[src/rtl/peripheral_wb_burst_master.sv]
// Wishbone B3 burst master: single-beat or wrapping cache-line bursts toward one SPRAM port.
// Optional slave-response timeout enabled by defining WB_BURST_MASTER_TIMEOUT_EN.
module peripheral_wb_burst_master #(
  parameter int unsigned AW      = 8,
  parameter int unsigned DW      = 32,
  parameter int unsigned TIMEOUT = 64
) (
  input  logic          wb_clk_i,
  input  logic          wb_rst_i,
  input  logic          req_valid_i,
  output logic          req_ready_o,
  input  logic          req_we_i,
  input  logic [AW-1:0] req_adr_i,
  input  logic [1:0]    req_len_i,
  input  logic [3:0]    req_sel_i,
  input  logic [DW-1:0] wdat_i,
  output logic          wdat_next_o,
  output logic [DW-1:0] rdat_o,
  output logic          rdat_valid_o,
  output logic          done_o,
  output logic          err_o,
  output logic [AW-1:0] wb_adr_o,
  output logic [DW-1:0] wb_dat_o,
  output logic [3:0]    wb_sel_o,
  output logic          wb_we_o,
  output logic [1:0]    wb_bte_o,
  output logic [2:0]    wb_cti_o,
  output logic          wb_cyc_o,
  output logic          wb_stb_o,
  input  logic          wb_ack_i,
  input  logic          wb_err_i,
  input  logic [DW-1:0] wb_dat_i
);

  localparam logic [1:0] ST_IDLE = 2'd0;
  localparam logic [1:0] ST_BUS  = 2'd1;
  localparam logic [1:0] ST_DONE = 2'd2;

  localparam logic [2:0] CTI_CLASSIC = 3'b000;
  localparam logic [2:0] CTI_INC     = 3'b010;
  localparam logic [2:0] CTI_END     = 3'b111;

  logic [1:0]    state_q, state_d;
  logic [3:0]    cnt_q, cnt_d;
  logic [3:0]    last_cnt;
  logic [AW-1:0] blk_mask;
  logic [AW-1:0] adr_inc, adr_next;
  logic          timeout_hit;

  logic          ready_d, done_d, err_d, rvalid_d, cyc_d, stb_d, we_d;
  logic [DW-1:0] rdat_d;
  logic [AW-1:0] adr_d;
  logic [3:0]    sel_d;
  logic [1:0]    bte_d;
  logic [2:0]    cti_d;

  // Burst length and wrap block size follow the latched BTE (== request length).
  always_comb begin
    last_cnt = 4'd0;
    blk_mask = AW'(32'h3);
    case (wb_bte_o)
      2'd1:    begin last_cnt = 4'd3;  blk_mask = AW'(32'hF);  end
      2'd2:    begin last_cnt = 4'd7;  blk_mask = AW'(32'h1F); end
      2'd3:    begin last_cnt = 4'd15; blk_mask = AW'(32'h3F); end
      default: begin last_cnt = 4'd0;  blk_mask = AW'(32'h3);  end
    endcase
  end

  // Word index wraps inside the aligned block; bits above the block stay put.
  assign adr_inc  = wb_adr_o + AW'(4);
  assign adr_next = (wb_adr_o & ~blk_mask) | (adr_inc & blk_mask);

`ifdef WB_BURST_MASTER_TIMEOUT_EN
  localparam int unsigned TW = $clog2(TIMEOUT) + 1;
  logic [TW-1:0] tmo_q;

  always_ff @(posedge wb_clk_i or negedge wb_rst_i) begin
    if (!wb_rst_i) begin
      tmo_q <= '0;
    end else if (state_q != ST_BUS || wb_ack_i) begin
      tmo_q <= '0;
    end else begin
      tmo_q <= tmo_q + TW'(1);
    end
  end

  assign timeout_hit = (state_q == ST_BUS) && !wb_ack_i && (tmo_q == TW'(TIMEOUT - 1));
`else
  logic unused_timeout;
  assign unused_timeout = ^TIMEOUT;
  assign timeout_hit    = 1'b0;
`endif

  assign wb_dat_o    = wdat_i;
  assign wdat_next_o = wb_ack_i & wb_we_o & (state_q == ST_BUS);

  always_comb begin
    state_d  = state_q;
    cnt_d    = cnt_q;
    ready_d  = 1'b0;
    done_d   = 1'b0;
    err_d    = 1'b0;
    rvalid_d = 1'b0;
    rdat_d   = rdat_o;
    cyc_d    = wb_cyc_o;
    stb_d    = wb_stb_o;
    we_d     = wb_we_o;
    adr_d    = wb_adr_o;
    sel_d    = wb_sel_o;
    bte_d    = wb_bte_o;
    cti_d    = wb_cti_o;
    case (state_q)
      ST_IDLE: begin
        ready_d = 1'b1;
        if (req_valid_i && req_ready_o) begin
          state_d = ST_BUS;
          ready_d = 1'b0;
          cnt_d   = 4'd0;
          cyc_d   = 1'b1;
          stb_d   = 1'b1;
          we_d    = req_we_i;
          adr_d   = req_adr_i & ~AW'(32'h3);
          sel_d   = req_sel_i;
          bte_d   = req_len_i;
          cti_d   = (req_len_i == 2'd0) ? CTI_CLASSIC : CTI_INC;
        end
      end
      ST_BUS: begin
        // Error wins over a simultaneous ack; that beat is dropped.
        if (wb_err_i || timeout_hit) begin
          state_d = ST_DONE;
          cyc_d   = 1'b0;
          stb_d   = 1'b0;
          done_d  = 1'b1;
          err_d   = 1'b1;
        end else if (wb_ack_i) begin
          if (!wb_we_o) begin
            rdat_d   = wb_dat_i;
            rvalid_d = 1'b1;
          end
          if (cnt_q == last_cnt) begin
            state_d = ST_DONE;
            cyc_d   = 1'b0;
            stb_d   = 1'b0;
            done_d  = 1'b1;
          end else begin
            cnt_d = cnt_q + 4'd1;
            adr_d = adr_next;
            cti_d = ((cnt_q + 4'd1) == last_cnt) ? CTI_END : CTI_INC;
          end
        end
      end
      ST_DONE: begin
        state_d = ST_IDLE;
        ready_d = 1'b1;
        cnt_d   = 4'd0;
      end
      default: begin
        state_d = ST_IDLE;
        ready_d = 1'b1;
        cyc_d   = 1'b0;
        stb_d   = 1'b0;
      end
    endcase
  end

  always_ff @(posedge wb_clk_i or negedge wb_rst_i) begin
    if (!wb_rst_i) begin
      state_q      <= ST_IDLE;
      cnt_q        <= '0;
      req_ready_o  <= 1'b1;
      done_o       <= 1'b0;
      err_o        <= 1'b0;
      rdat_valid_o <= 1'b0;
      rdat_o       <= '0;
      wb_cyc_o     <= 1'b0;
      wb_stb_o     <= 1'b0;
      wb_we_o      <= 1'b0;
      wb_adr_o     <= '0;
      wb_sel_o     <= '0;
      wb_bte_o     <= '0;
      wb_cti_o     <= '0;
    end else begin
      state_q      <= state_d;
      cnt_q        <= cnt_d;
      req_ready_o  <= ready_d;
      done_o       <= done_d;
      err_o        <= err_d;
      rdat_valid_o <= rvalid_d;
      rdat_o       <= rdat_d;
      wb_cyc_o     <= cyc_d;
      wb_stb_o     <= stb_d;
      wb_we_o      <= we_d;
      wb_adr_o     <= adr_d;
      wb_sel_o     <= sel_d;
      wb_bte_o     <= bte_d;
      wb_cti_o     <= cti_d;
    end
  end

endmodule

[config.mk]
export PLATFORM = sky130hd
export DESIGN_NAME = peripheral_wb_burst_master
export DESIGN_NICKNAME = d
export VERILOG_FILES = /design/src/rtl/peripheral_wb_burst_master.sv
export SDC_FILE = /design/constraint.sdc
export NUM_CORES = 1
export LEC_CHECK = 0
export BUFFER_PORTS_ARGS = -buffer_cell sky130_fd_sc_hd__buf_2
export CORE_MARGIN = 1
export CORE_UTILIZATION = 40
export CTS_BUF_LIST = sky130_fd_sc_hd__clkbuf_8
export CTS_CLUSTER_SIZE = 24
export DETAILED_ROUTE_END_ITERATION = 16
export PLACE_DENSITY_LB_ADDON = 0.1
export SETUP_SLACK_MARGIN = 0.05
export SLEW_MARGIN = 10
export SYNTH_ARGS = -nofsm -noshare
export SYNTH_HDL_FRONTEND = slang
export SYNTH_SLANG_ARGS = --single-unit
[constraint.sdc]
create_clock -name wb_clk_i -period 1.8 [get_ports wb_clk_i]
set_input_delay 0.18 -clock wb_clk_i [delete_from_list [all_inputs] [get_ports wb_clk_i]]
set_output_delay 0.18 -clock wb_clk_i [all_outputs]
set_load 0.01 [all_outputs]
Word level (Yosys, flattened, before mapping)

Index checks and enable logic that the tools add are counted.

Register bits after elaboration: 61
Input port bits: 84

Add/subtract/negate cells: 2
Equality and inequality tests: 13
Muxes and demuxes: 41
Bitwise operators: 9
Reductions and logical operators: 11

Operators with widths:

| operator                                              | count |
|---|---|
| two-way mux 8 bit                                     | 4 |
| one-hot mux 4 bit (3 select lines)                    | 2 |
| one-hot mux 6 bit (3 select lines)                    | 1 |
| bitwise AND 8 bit                                     | 2 |
| two-way mux 4 bit                                     | 4 |
| one-hot mux 8 bit (2 select lines)                    | 1 |
| two-way mux 1 bit                                     | 15 |
| two-way mux 3 bit                                     | 5 |
| two-way mux 2 bit                                     | 5 |
| AND reduction 5 bit                                   | 2 |
| adder 8 x 3 -> 8 bit, second input constant           | 1 |
| equality test 4 bit                                   | 2 |
| inequality test 2 bit, second input constant          | 4 |
| inverter 8 bit                                        | 1 |
| OR 8 bit                                              | 1 |
| AND reduction 4 bit                                   | 2 |
| equality test 2 bit, second input constant            | 3 |
| one-hot mux 3 bit (2 select lines)                    | 1 |
| adder 4 x 1 -> 4 bit, second input constant           | 1 |
| equality test 2 x 1 -> 1 bit, second input constant   | 2 |
| logical NOT 2 bit                                     | 2 |
| one-hot mux 2 bit (2 select lines)                    | 1 |
| inequality test 3 x 2 -> 1 bit, second input constant | 1 |
| inequality test 3 bit, second input constant          | 1 |
| 9 further kinds                                       | 12 |

Longest topological paths before layout

Depth after elaboration: 9
Depth in mapped cells: 6
Mapped depth without buffers: 6

Worst setup path before layout

OpenSTA, ideal clock, no wires.

Kind: register to register
Start point: reg req_ready_o
End point: reg wb_adr_o[5]
Setup time: 0.130 ns
Arrival: 1.779 ns
Setup slack: -0.108 ns
Cell stages (with the launch flop): 7
Path buffers: 1
Clock period less this slack: 1.908 ns
Cells stage by stage: dfstp_2 -> nor4bb_1 -> clkbuf_1 -> a21oi_1 -> or4_1 -> o32ai_1 -> a21oi_1

Cells in the longest elaborated chain, start to end: 3

Ends and longest elaborated chain:

| what                                   | line | RTL |
|---|---|---|
| start, declared                        | 11   | `output logic req_ready_o,` |
| start signal, assigned                 | 186  | `req_ready_o <= ready_d;` |
| logical AND 1 bit                      | 115  | `if (req_valid_i && req_ready_o) begin` |
| inequality test 2 bit (no source line) | --   |  |
| AND reduction 5 bit (no source line)   | --   |  |
| end signal, assigned                   | 194  | `wb_adr_o <= adr_d;` |
| end, declared                          | 22   | `output logic [AW-1:0] wb_adr_o,` |

Every way passes these cells.
A chain may end at the register's enable or synchronous reset.

Worst setup path in the final report

Start point: reg wb_bte_o[0]
End point: reg wb_adr_o[5]

Cells in the longest elaborated chain, start to end: 9
Elaborated cells on any way between the ends: 16
Those cells by class: eq/ne: 5; mux: 6; bitwise: 4; reduce/logical: 1

Ends and longest elaborated chain:

| what                                                                       | line | RTL |
|---|---|---|
| start, declared                                                            | 26   | `output logic [1:0] wb_bte_o,` |
| start signal, assigned                                                     | 196  | `wb_bte_o <= bte_d;` |
| equality test 2 bit / equality test 2 x 1 -> 1 bit (equally long branches) | 61   | `case (wb_bte_o)` |
| one-hot mux 6 bit (3 select lines)                                         | 61   |  |
| inverter 8 bit                                                             | 71   | `assign adr_next = (wb_adr_o & ~blk_mask) \| (adr_inc & blk_mask);` |
| bitwise AND 8 bit                                                          | 71   |  |
| OR 8 bit                                                                   | 71   |  |
| two-way mux 8 bit                                                          | 141  | `if (cnt_q == last_cnt) begin` |
| two-way mux 8 bit                                                          | 136  | `end else if (wb_ack_i) begin` |
| two-way mux 8 bit                                                          | 130  | `if (wb_err_i \|\| timeout_hit) begin` |
| one-hot mux 8 bit (2 select lines)                                         | 112  | `case (state_q)` |

Several ways; a longest one is shown, not always the timed one. The select of a mux whose other input is x is not followed.

==> results.json <==
{
  "synth_compound_area_share_pct": 8.66,
  "drv_cap": 0,
  "via_per_inst": 5.06,
  "p_seq_share_pct": 36.5,
  "synth-adder-area-share_pct": 0.902,
  "setup_viol": 0,
  "ios": 173,
  "die_h_um": 85.3,
  "io_buffers": 104,
  "p_sw_mw": 2.11,
  "postRouteAntennaNets": 0,
  "fin_util_pct": 56.6,
  "diodes": 0,
  "synth_area_leader_cell": "dfrtp_1",
  "cts_max_path_buffers": 2,
  "dr.pass1.iters": 4,
  "ys_ff_latch": 58,
  "cellInternalPower_mw": 4.07,
  "holdWs_ns": 0.0761,
  "gp_congestion": 0.765,
  "track_usage_pct": 17.3,
  "cts_sinks": 58,
  "drt_iter0_drc": 78,
  "cts_root_buf": "clkbuf_8",
  "switching_share_pct": 34.2,
  "crit_required_ns": 2.06,
  "reg2reg_from": "wb_bte_o[0]",
  "hold_violations": 0,
  "peakVddDrop_v": 0.000714,
  "row_count": 29,
  "seqCellArea_um2": 1460,
  "worst_hold_startpoint": "wb_dat_i[18]",
  "cts_tree": "done",
  "wl_per_cell_um": 15.1,
  "grt-ovfl-total": 0,
  "synthDistinctLibCells": 42,
  "layout.cells.non_filler": 408,
  "start_kind": "flop",
  "drc": 0,
  "ys_top_cells_by_area": "dfrtp_1 51%, mux2_2 17%, buf_4 9.7%, nor2_1 1.8%, a21oi_1 1.1%",
  "max_stage_delay_ns": 0.48,
  "synth_top_family_by_area": "multiplexers",
  "cts_htree_levels": 3,
  "routed_wirelength_um": 6160,
  "synth_cells": 227,
  "nets": 412,
  "clock-skew-final_ns": 0.00709,
  "powerDensity_nw_per_um2": 1670,
  "synth-seq-area-share_pct": 52.4,
  "worst_path_max_delay_cell": "or4_4",
  "max_freq_ghz": 0.570,
  "leakagePower_nw": 1.80,
  "core_um2": 6530,
  "async_reset_ff_share_pct": 100,
  "synth_top_area_share_pct": 51.4,
  "synth-simple-area-share_pct": 8.98,
  "dp_cells": 387,
  "period_share_pct": 97.4,
  "area_growth_pct": 33.3,
  "die_w_um": 85.3,
  "drv_slew": 0,
  "synth_area_um2": 2770,
  "multi_input_area_um2": 1140,
  "status": "completed",
  "cp-end-kind": "flop",
  "setup.worst_path.start": "wb_bte_o[0]",
  "grt_pass1_vias": 1993,
  "cp.arrival_ns": 2.02,
  "cp_cell_sequence": "buf_6 > and4_4 > o311ai_4 > nand2_4 > or4_4 > a21oi_2",
  "period_minus_slack_ns": 1.75,
  "yosys_warnings": 0,
  "synth_edf_count": 0,
  "synthTopCellsByCount": "57 x dfrtp_1, 41 x mux2_2, 36 x buf_4",
  "clock_latency_ns": 0.33,
  "synth-main-ff-cell": "dfrtp_1",
  "nFillCells": 595,
  "grt_max_degree": 39,
  "cp_max_fo": 3,
  "routed-via-count": 2066,
  "crit_type": "flop to flop",
  "synthXorXnorAreaFrac_pct": 0.947,
  "clkPwrFrac_pct": 21.1,
  "synth.most_common_cell": "dfrtp_1",
  "drive_gt1_share_pct": 64.4,
  "hp-class": "primary input to flop",
  "grt_antenna_before_repair": 0,
  "rsz0062_at_grt": "yes",
  "clk_pin_slew_ns": 0.07,
  "dp_hpwl_um": 4370,
  "r2r_setup_slack_ns": 0.05,
  "start_util_pct": 42.5,
  "dieArea_um2": 7270,
  "grt_first_pass_wirelength_um": 9600,
  "cts_buffers": 9,
  "combPwrFrac_pct": 42.4,
  "muxShareOfSynthArea_pct": 16.6,
  "syn_avg_cell_area_um2": 12.2
}
final timing paths:
kind                               endpoint  depth (start not counted)
worst max-delay path            wb_adr_o[5]                          6
worst max register to register  wb_adr_o[5]                          6
min in group asynchronous         rdat_o[4]                          2
max in group asynchronous       req_ready_o                          3
worst min-delay path             rdat_o[18]                          2
worst min register to register    rdat_o[3]                          1
cells in the final DEF, fill, tap and decap left out, types with 4 or more instances in the layout:
cell,count
buf_2,104
nor2_1,11
clkbuf_8,10
nand2_1,5
buf_4,19
dfrtp_1,53
dfrtp_2,4
mux2_2,41
area by class of cell:
type                            count  area share (%)
Sequential cell                    58            39.4
Inverter                            2           0.203
Clock buffer                       10            3.72
Timing Repair Buffer              130            20.9
Multi-Input combinational cell    125            31.0
Clock inverter                      6            2.20
Tap cell                           77            2.61
sequential cells by signal, indices dropped and copies added, names as in the netlist:
| name | flops |
|---|---|
| rdat_o | 32 |
| rdat_valid_o | 1 |
| wb_stb_o | 1 |
| wb_cti_o | 2 |
| err_o | 1 |
| wb_bte_o | 2 |
| cnt_q | 4 |
| wb_adr_o | 6 |
| req_ready_o | 1 |
| done_o | 1 |
| wb_sel_o | 4 |
| state_q | 2 |
| wb_we_o | 1 |
logic make-up after synthesis:
logic type	Yosys count
adders and majority gates	2
and+or+nand+nor	45
muxes	41
buffers and inverters	45
xor gates and xnor gates	3
DFF	58
other	1
AOI/OAI and AO/OA	32
critical path, delay by kind of cell, from the launching register on:
family,cells,cell delay [ns]
and+or+nand+nor,3,0.69
buffers and inverters,1,0.12
DFF,1,0.44
AOI/OAI and AO/OA,2,0.44
through the flow:
stage | power, mW | setup slack (ns) | setup TNS (ns) | instance area [µm²]
after global placement | 4.64 | -0.0106 | -0.0106 | 3290
after detailed placement | 4.68 | -0.0368 | -0.0626 | 3290
final | 6.19 | 0.0466 | 0 | 3700
after floorplan | 3.64 | -0.0378 | -0.0378 | 2780
after global routing | 6.58 | -0.0344 | -0.0344 | 3700
after CTS | 6.06 | -0.000802 | -0.000802 | 3560
power by group through the flow:
stage	clock (mW)	sequential [mW]	combinational (mW)
6_report	1.30	2.26	2.62
5_1_grt	1.41	2.33	2.84
4_1_cts	1.34	2.24	2.47
3_5_place_dp	0	2.24	2.44
3_3_place_gp	0	2.22	2.42
2_1_floorplan	0	2.53	1.11
per-layer routing:
metal / vias to the layer above / GRT usage, % / share of wire, %
met3: 18 / 4.96 / 6.5
met2: 88 / 26.5 / 47
met5: - / 0 / 0
li1: 972 / - / -
met4: 0 / 8.48 / 1.9
met1: 988 / 22.5 / 45
timing repair:
| item | 4_1_cts | 5_1_grt |
|---|---|---|
| endpoints found under the hold margin | 20 | 0 |
| resized for setup | 6 | 26 |
| setup endpoints to repair | 38 | 45 |
| buffers inserted | 3 | 2 |
| hold buffers | 1 | 0 |
| pin swaps | 6 | 13 |
| gates cloned | 0 | 1 |
(Power assumes the default switching activity.)
